$ cat src/rtl/lsu_wide.sv
// Load/store unit bridging one 64-bit request per instruction onto a pipelined
// Wishbone B4 master of DW bits, with byte-lane steering and multi-beat splits.
module lsu_wide #(
  parameter int unsigned DW = 16,
  parameter int unsigned AW = 64
) (
  input  logic            clk_i,
  input  logic            reset_i,
  input  logic [63:0]     addr_i,
  input  logic [63:0]     dat_i,
  input  logic            we_i,
  input  logic            mem_i,
  input  logic            nomem_i,
  input  logic [2:0]      xrs_rwe_i,
  input  logic [4:0]      xrs_rd_i,
  output logic            busy_o,
  output logic [2:0]      rwe_o,
  output logic [63:0]     dat_o,
  output logic [4:0]      rd_o,
  output logic            misalign_o,
  output logic [AW-1:0]   wbmadr_o,
  output logic [DW-1:0]   wbmdat_o,
  output logic [DW/8-1:0] wbmsel_o,
  output logic            wbmwe_o,
  output logic            wbmstb_o,
  input  logic            wbmack_i,
  input  logic            wbmstall_i,
  input  logic [DW-1:0]   wbmdat_i
);
  localparam int unsigned L    = DW / 8;
  localparam int unsigned LSH  = $clog2(L);
  localparam int unsigned MAXB = 64 / DW;

  typedef enum logic [1:0] {IDLE, ISSUE, WAIT, RESP} state_t;
  state_t state, state_n;

  logic [63:0] addr_q, dat_q, result_q, result_n;
  logic        we_q;
  logic [2:0]  code_q;
  logic [4:0]  rd_q;
  logic [2:0]  issue_cnt, ack_cnt, beats, lane, lane_mask;
  logic [3:0]  n_q, n_in;
  logic [7:0]  mask8, sel8;
  logic        misaligned, stb, accept, ack_en, acks_done;

  function automatic logic [3:0] size_bytes(input logic [2:0] code);
    case (code[1:0])
      2'b01:   return 4'd1;
      2'b10:   return 4'd2;
      2'b11:   return 4'd4;
      default: return 4'd8;
    endcase
  endfunction

  function automatic logic [63:0] extend(input logic [2:0] code, input logic [63:0] r);
    case (code)
      3'b001:  return {{56{r[7]}}, r[7:0]};
      3'b010:  return {{48{r[15]}}, r[15:0]};
      3'b011:  return {{32{r[31]}}, r[31:0]};
      3'b101:  return {56'd0, r[7:0]};
      3'b110:  return {48'd0, r[15:0]};
      3'b111:  return {32'd0, r[31:0]};
      default: return r;
    endcase
  endfunction

  assign n_in       = size_bytes(xrs_rwe_i);
  assign misaligned = |(addr_i[3:0] & (n_in - 4'd1));
  assign n_q        = size_bytes(code_q);
  assign beats      = (n_q >= 4'(L)) ? 3'(n_q >> LSH) : 3'd1;
  assign lane       = 3'(addr_q[LSH-1:0]);
  assign lane_mask  = 3'(n_q - 4'd1);
  assign mask8      = 8'((9'd1 << n_q) - 9'd1);
  assign sel8       = mask8 << lane;

  assign stb       = (state == ISSUE);
  assign accept    = stb && !wbmstall_i;
  assign ack_en    = (state == ISSUE || state == WAIT) && wbmack_i && (ack_cnt < beats);
  assign acks_done = (ack_cnt + (ack_en ? 3'd1 : 3'd0)) == beats;

  always_comb begin
    state_n = state;
    busy_o  = 1'b0;
    case (state)
      IDLE: begin
        busy_o = mem_i;
        if (mem_i) state_n = misaligned ? RESP : ISSUE;
      end
      ISSUE: begin
        busy_o = 1'b1;
        if (accept && issue_cnt == beats - 3'd1) state_n = acks_done ? RESP : WAIT;
      end
      WAIT: begin
        busy_o = 1'b1;
        if (acks_done) state_n = RESP;
      end
      default: state_n = IDLE;
    endcase
  end

  // Single-beat loads are lane-aligned down to bit 0; multi-beat loads stack beats by ack order.
  always_comb begin
    result_n = result_q;
    if (ack_en && !we_q) begin
      if (beats == 3'd1) begin
        result_n = 64'(wbmdat_i) >> {lane, 3'b000};
      end else begin
        for (int unsigned j = 0; j < MAXB; j++)
          if (ack_cnt == 3'(j)) result_n[j*DW +: DW] = wbmdat_i;
      end
    end
  end

  always_comb begin
    wbmstb_o = stb;
    wbmwe_o  = stb & we_q;
    wbmadr_o = '0;
    wbmdat_o = '0;
    wbmsel_o = '0;
    if (stb) begin
      wbmadr_o = AW'(addr_q + (64'(issue_cnt) << LSH));
      if (n_q >= 4'(L)) begin
        wbmsel_o = '1;
        for (int unsigned j = 0; j < MAXB; j++)
          if (issue_cnt == 3'(j)) wbmdat_o = dat_q[j*DW +: DW];
      end else begin
        wbmsel_o = L'(sel8);
        for (int unsigned i = 0; i < L; i++)
          wbmdat_o[i*8 +: 8] = dat_q[{3'(i) & lane_mask, 3'b000} +: 8];
      end
    end
  end

  always_ff @(posedge clk_i or posedge reset_i) begin
    if (reset_i) begin
      state      <= IDLE;
      addr_q     <= '0;
      dat_q      <= '0;
      we_q       <= 1'b0;
      code_q     <= '0;
      rd_q       <= '0;
      issue_cnt  <= '0;
      ack_cnt    <= '0;
      result_q   <= '0;
      rwe_o      <= '0;
      dat_o      <= '0;
      rd_o       <= '0;
      misalign_o <= 1'b0;
    end else begin
      state      <= state_n;
      rwe_o      <= '0;
      dat_o      <= '0;
      rd_o       <= '0;
      misalign_o <= 1'b0;
      case (state)
        IDLE: begin
          if (mem_i) begin
            addr_q    <= addr_i;
            dat_q     <= dat_i;
            we_q      <= we_i;
            code_q    <= xrs_rwe_i;
            rd_q      <= xrs_rd_i;
            issue_cnt <= '0;
            ack_cnt   <= '0;
            result_q  <= '0;
            if (misaligned) begin
              misalign_o <= 1'b1;
              rd_o       <= xrs_rd_i;
            end
          end else if (nomem_i) begin
            rwe_o <= xrs_rwe_i;
            dat_o <= addr_i;
            rd_o  <= xrs_rd_i;
          end
        end
        ISSUE, WAIT: begin
          if (accept) issue_cnt <= issue_cnt + 3'd1;
          if (ack_en) ack_cnt <= ack_cnt + 3'd1;
          result_q <= result_n;
          if (state_n == RESP) begin
            rwe_o <= we_q ? 3'd0 : code_q;
            dat_o <= extend(code_q, result_n);
            rd_o  <= rd_q;
          end
        end
        default: ;
      endcase
    end
  end
endmodule

$ cat config.mk
export PLATFORM = sky130hd
export DESIGN_NAME = lsu_wide
export DESIGN_NICKNAME = d
export VERILOG_FILES = /design/src/rtl/lsu_wide.sv
export SDC_FILE = /design/constraint.sdc
export NUM_CORES = 1
export LEC_CHECK = 0
export BUFFER_PORTS_ARGS = -buffer_cell sky130_fd_sc_hd__buf_2
export CORE_ASPECT_RATIO = 1.1
export CORE_MARGIN = 2
export CORE_UTILIZATION = 30
export DETAILED_ROUTE_END_ITERATION = 6
export PLACE_DENSITY_LB_ADDON = 0.2
export SYNTH_ARGS = -nofsm -noshare
export SYNTH_HDL_FRONTEND = slang
export SYNTH_SLANG_ARGS = --single-unit
$ cat constraint.sdc
create_clock -name clk_i -period 21.9 [get_ports clk_i]
set_input_delay 2.19 -clock clk_i [delete_from_list [all_inputs] [get_ports clk_i]]
set_output_delay 2.19 -clock clk_i [all_outputs]
set_load 0.02 [all_outputs]
======== Yosys cells after proc, flatten, opt, wreduce, memory -nomap -nowiden ========
Index checks and enable logic that the tools add are counted.
storage, ports and cells
  bits in registers ....................... 282
  bits of input ports ..................... 159
  output and inout bits ................... 158
operators by class
  add/sub/neg operators ................... 8
  order comparisons ....................... 2
  eq/ne operators ......................... 27
  shifts and indexed selects .............. 4
  mux-type cells .......................... 51
  bitwise operators ....................... 2
  reduce and logical (&&, ||, !) cells .... 18
operator list
  cell                                              number
  2-to-1 mux 64 bit                                 7
  one-hot mux 64 bit (6 select lines)               1
  one-hot mux 64 bit (2 select lines)               2
  2-to-1 mux 16 bit                                 10
  adder 64 x 4 -> 64 bit                            1
  variable part select 64 x 5 -> 8 bit              1
  >> shifter 16 x 4 -> 64 bit                       1
  2-to-1 mux 3 bit                                  8
  one-hot mux 4 bit (3 select lines)                2
  2-to-1 mux 5 bit                                  4
  == test 3 x 2 -> 1 bit, second input constant     6
  one-hot mux 3 bit (2 select lines)                3
  == test 2 bit, second input constant              6
  == test 3 x 1 -> 1 bit, second input constant     4
  2-to-1 mux 2 bit                                  6
  one-hot mux 5 bit (2 select lines)                1
  == test 3 bit, second input constant              3
  left shift 1 x 4 -> 8 bit, first input constant   1
  left shift 8 x 1 -> 2 bit                         1
  subtractor 8 x 1 -> 8 bit, second input constant  1
  adder 3 x 1 -> 3 bit, second input constant       2
  == test 2 x 1 -> 1 bit, second input constant     3
  == test 3 bit                                     2
  logical NOT 3 bit                                 2
  other kinds (22)                                  34

======== Longest topological paths before layout ========
  depth in word-level cells ............... 15
  depth in mapped cells ................... 18

======== Worst setup path before layout ========
OpenSTA, ideal clock, no wires.
  kind .................................... input to output
  start point ............................. in mem_i
  end point ............................... out busy_o
  arrival ................................. 2.875 ns
  required time ........................... 19.710 ns
  slack ................................... 16.835 ns
  cell stages on the path ................. 3
  buffers on the path ..................... 1
  cells stage by stage .................... nand2_1 > clkbuf_1 > a21oi_1
on the way
  cells in the longest elaborated chain, start to end .. 1
RTL lines
  item                                line  RTL
  from (decl)                         12    input logic mem_i,
  one-hot mux 1 bit (2 select lines)  84    case (state)
  to (decl)                           16    output logic busy_o,
No other way between the ends.

======== Worst setup path after layout ========
  start point ............................. reg issue_cnt[1]
  end point ............................... out wbmadr_o[62]
on the way
  cells in the longest elaborated chain, start to end .. 2
RTL lines
  item                    line  RTL
  from (decl)             41    logic [2:0] issue_cnt, ack_cnt, beats, lane, lane_mask;
  from (signal assigned)  177   if (accept) issue_cnt <= issue_cnt + 3'd1;
  adder 64 x 4 -> 64 bit  121   wbmadr_o = AW'(addr_q + (64'(issue_cnt) << LSH));
  2-to-1 mux 64 bit       120   if (stb) begin
  to (decl)               21    output logic [AW-1:0] wbmadr_o,
No other way between the ends.

==> results.toml <==
[clock_tree]
cts.htree.levels = 2
cts.path.max_buffers = 3
clk_latency_ps = 540
cts-resized-gates = 0
root_buffer = "clkbuf_16"
ctsHoldBuffers = 0
clkTransAtPathRegs_ps = 60
post_cts_buffers = 0
tritoncts = "done"
cts_buffers = 35
clock-sinks = 282

[job]
drv_cap = 0

[min_path]
min_path_type = "register to register"

[worst_setup_path]
path_max_fanout = 13
cp-startpoint = "issue_cnt[1]"
critical_path_class = "register to output pin"
worstPathArrival_ps = 3560
reg2reg_to = "dat_o[25]"
crit_path_end_kind = "output pin"
critPathLaunchType = "register"
r2r-start = "code_q[1]"
rr_worst_depth = 17
cp.required_ps = 19710
cp-endpoint = "wbmadr_o[62]"
regToRegSetupSlack_ps = 17660

[sta]
fin_crit_sh_pct = 26.3
fmax_mhz = 174
slew_headroom_pct = 11.7
setup-tns-final_ps = 0
rsz0062_at_grt = "false"
setup_violations = 0
hold_viol = 0
drv_slew = 0
worst_slew_pin_slew_ps = 1320
finClkSkew_ps = 16.0
period_minus_slack_ps = 5750

[logic_synthesis]
syn_area_mm2 = 0.0154
async_reset_ff_share_pct = 100
synth_seq_area_share_pct = 45.8
synthCells = 1497
syn_nets = 1689
ys_seq_elements = 282
yosys_warnings = 0
synth_edf_count = 0
synth_cell_types = 71
synth.avg_cell_area_um2 = 10.3
synth_top_flop_cell = "dfrtp_1"

[cells_and_area]
mostFrequentLayoutCell = "buf_2"
area_growth_pct = 21.5
mostFrequentLayoutCells = "buf_2 (316), dfrtp_1 (282), mux2_2 (159), nand2_1 (142), a21oi_1 (98)"
nets = 1943
drive_above_1_share_pct = 34.6

[detailed_routing]
via_per_inst = 5.34
ant_nets = 0
remaining_drc_errors = 0
drtPass1Iterations = 5
wl_mm = 58.2
wire_per_inst_um = 23.8
vias = 13063
drt_iter0_markers = 969

[pwr]
combPwrFrac_pct = 46.8
power.total_w = 0.00282
pwr-share-seq_pct = 30.9
p_int_w = 0.00156
p_clk_share_pct = 22.3
switching_share_pct = 44.7
p_sw_w = 0.00126
power.density_mw_per_mm2 = 151
peakVddDrop_mv = 0.0701
power_leakage_nw = 8.51

[global_route]
grt_max_degree = 111
grt_pass1_vias = 13158
grt_pass1_wl_mm = 85.3
use_met1_pct = 28.5
track_usage_pct = 21.4
met3_usage_pct = 5.81
antenna_found_initial = 8
gr-max-usage-layer = "met2"
met2_usage_pct = 33.5
globalRouteOverflowTotal = 0

[placement]
place_hpwl_mm = 42.2
globalplace.congestion = 0.846
port_buffers = 316

[floorplan]
core_area_mm2 = 0.0511
die_w_um = 220
die_area_mm2 = 0.0532
chipHeight_um = 242
rows = 87
initial_utilization_pct = 30.2
io_pins = 317

[run_status]
status = "completed"
[through the flow]
| step | instances | hold WS, ps | area, um2 | setup WS (ps) | util [%] |
|---|---|---|---|---|---|
| floorplan | 1497 | 446 | 15400 | 11930 | - |
| global placement | 2381 | 457 | 17500 | 16240 | 34.2 |
| detailed placement | 2381 | 463 | 17500 | 16190 | 34.2 |
| CTS | 2441 | 478 | 18700 | 16120 | 36.7 |
| global route | 2442 | 509 | 18700 | 16000 | 36.7 |
| finish | 2446 | 476 | 18700 | 16150 | 36.7 |
[worst max-delay path: stages (launching register included)]
cell	delay, ps
dfrtp_1	480
ha_1	330
a21o_1	110
a21o_1	280
nand4_1	520
nor2_1	650
nand3_1	170
mux2i_1	260
buf_2	210
[kinds of logic after synthesis]
kind of cell,share of synthesized area [%]
buffers and inverters,4.28
flip-flops,45.8
AND/OR/NAND/NOR,14.8
AO/OA/AOI/OAI,16.4
adder cells (fa/ha/maj),2.73
multiplexers,13.2
XOR/XNOR,2.84
[worst min-delay path by stage]
stage / startpoint / to / slack [ps] / cells past startpoint
after detailed placement: result_q[2] / result_q[2] / 460 / 2
final: result_q[2] / result_q[2] / 480 / 2
after global routing: result_q[54] / result_q[54] / 510 / 1
after floorplan: result_q[0] / result_q[0] / 450 / 2
after global placement: result_q[0] / result_q[0] / 460 / 2
after CTS: result_q[2] / result_q[2] / 480 / 2
[cells in the mapped netlist (all sizes together), types with 4 or more instances]
| master | n | area, um2 |
|---|---|---|
| dfrtp | 282 | 7060 |
| mux2 | 159 | 1790 |
| nand2 | 144 | 546 |
| a21oi | 100 | 508 |
| nor2 | 95 | 359 |
| clkbuf | 86 | 323 |
| a22o | 56 | 490 |
| nor3 | 52 | 265 |
| o31ai | 49 | 518 |
| o21ai | 47 | 235 |
| nand4 | 46 | 288 |
| buf | 34 | 209 |
| inv | 33 | 124 |
| ha | 32 | 400 |
| nand3 | 31 | 160 |
| xnor2 | 31 | 272 |
| a211oi | 24 | 180 |
| mux2i | 24 | 240 |
| xor2 | 19 | 166 |
| a221oi | 17 | 149 |
| nand2b | 16 | 100 |
| nor2b | 15 | 101 |
| nor4 | 11 | 120 |
| o2111ai | 11 | 114 |
| and2 | 10 | 62.6 |
| and3 | 9 | 56.3 |
| and4 | 9 | 78.8 |
| o211ai | 8 | 60.1 |
| a32oi | 5 | 43.8 |
| or3 | 4 | 25.0 |
[power groups by stage]
stage               Sequential (W)  Clock (W)  Combinational, W
floorplan                 0.000856          0          0.000925
global placement          0.000876          0           0.00131
detailed placement        0.000880          0           0.00132
CTS                       0.000872   0.000643           0.00133
global route              0.000896   0.000664           0.00144
finish                    0.000872   0.000630           0.00132
[layer usage]
metal	vias to the layer above	wire length, um
met1	6537	25200
met2	472	26500
met5	-	55
li1	5948	-
met3	96	4640
met4	10	1820
[state kept, by name (all words and copies together), names as in the netlist]
register    cells
state           2
result_q       64
dat_o          64
dat_q          64
code_q          3
rd_o            5
misalign_o      1
ack_cnt         3
we_q            1
addr_q         64
rwe_o           3
rd_q            5
issue_cnt       3
[cell type report]
class / count / area (um2)
clock inverter: 13 / 233
antenna: 5 / 12.5
clock buffer: 47 / 1000
fill: 5202 / 32300
timing repair buffer: 337 / 1740
multi-input combinational: 1061 / 7710
tap: 667 / 835
inverter: 34 / 135
sequential: 282 / 7060
Power figures use the tool's default switching activity.
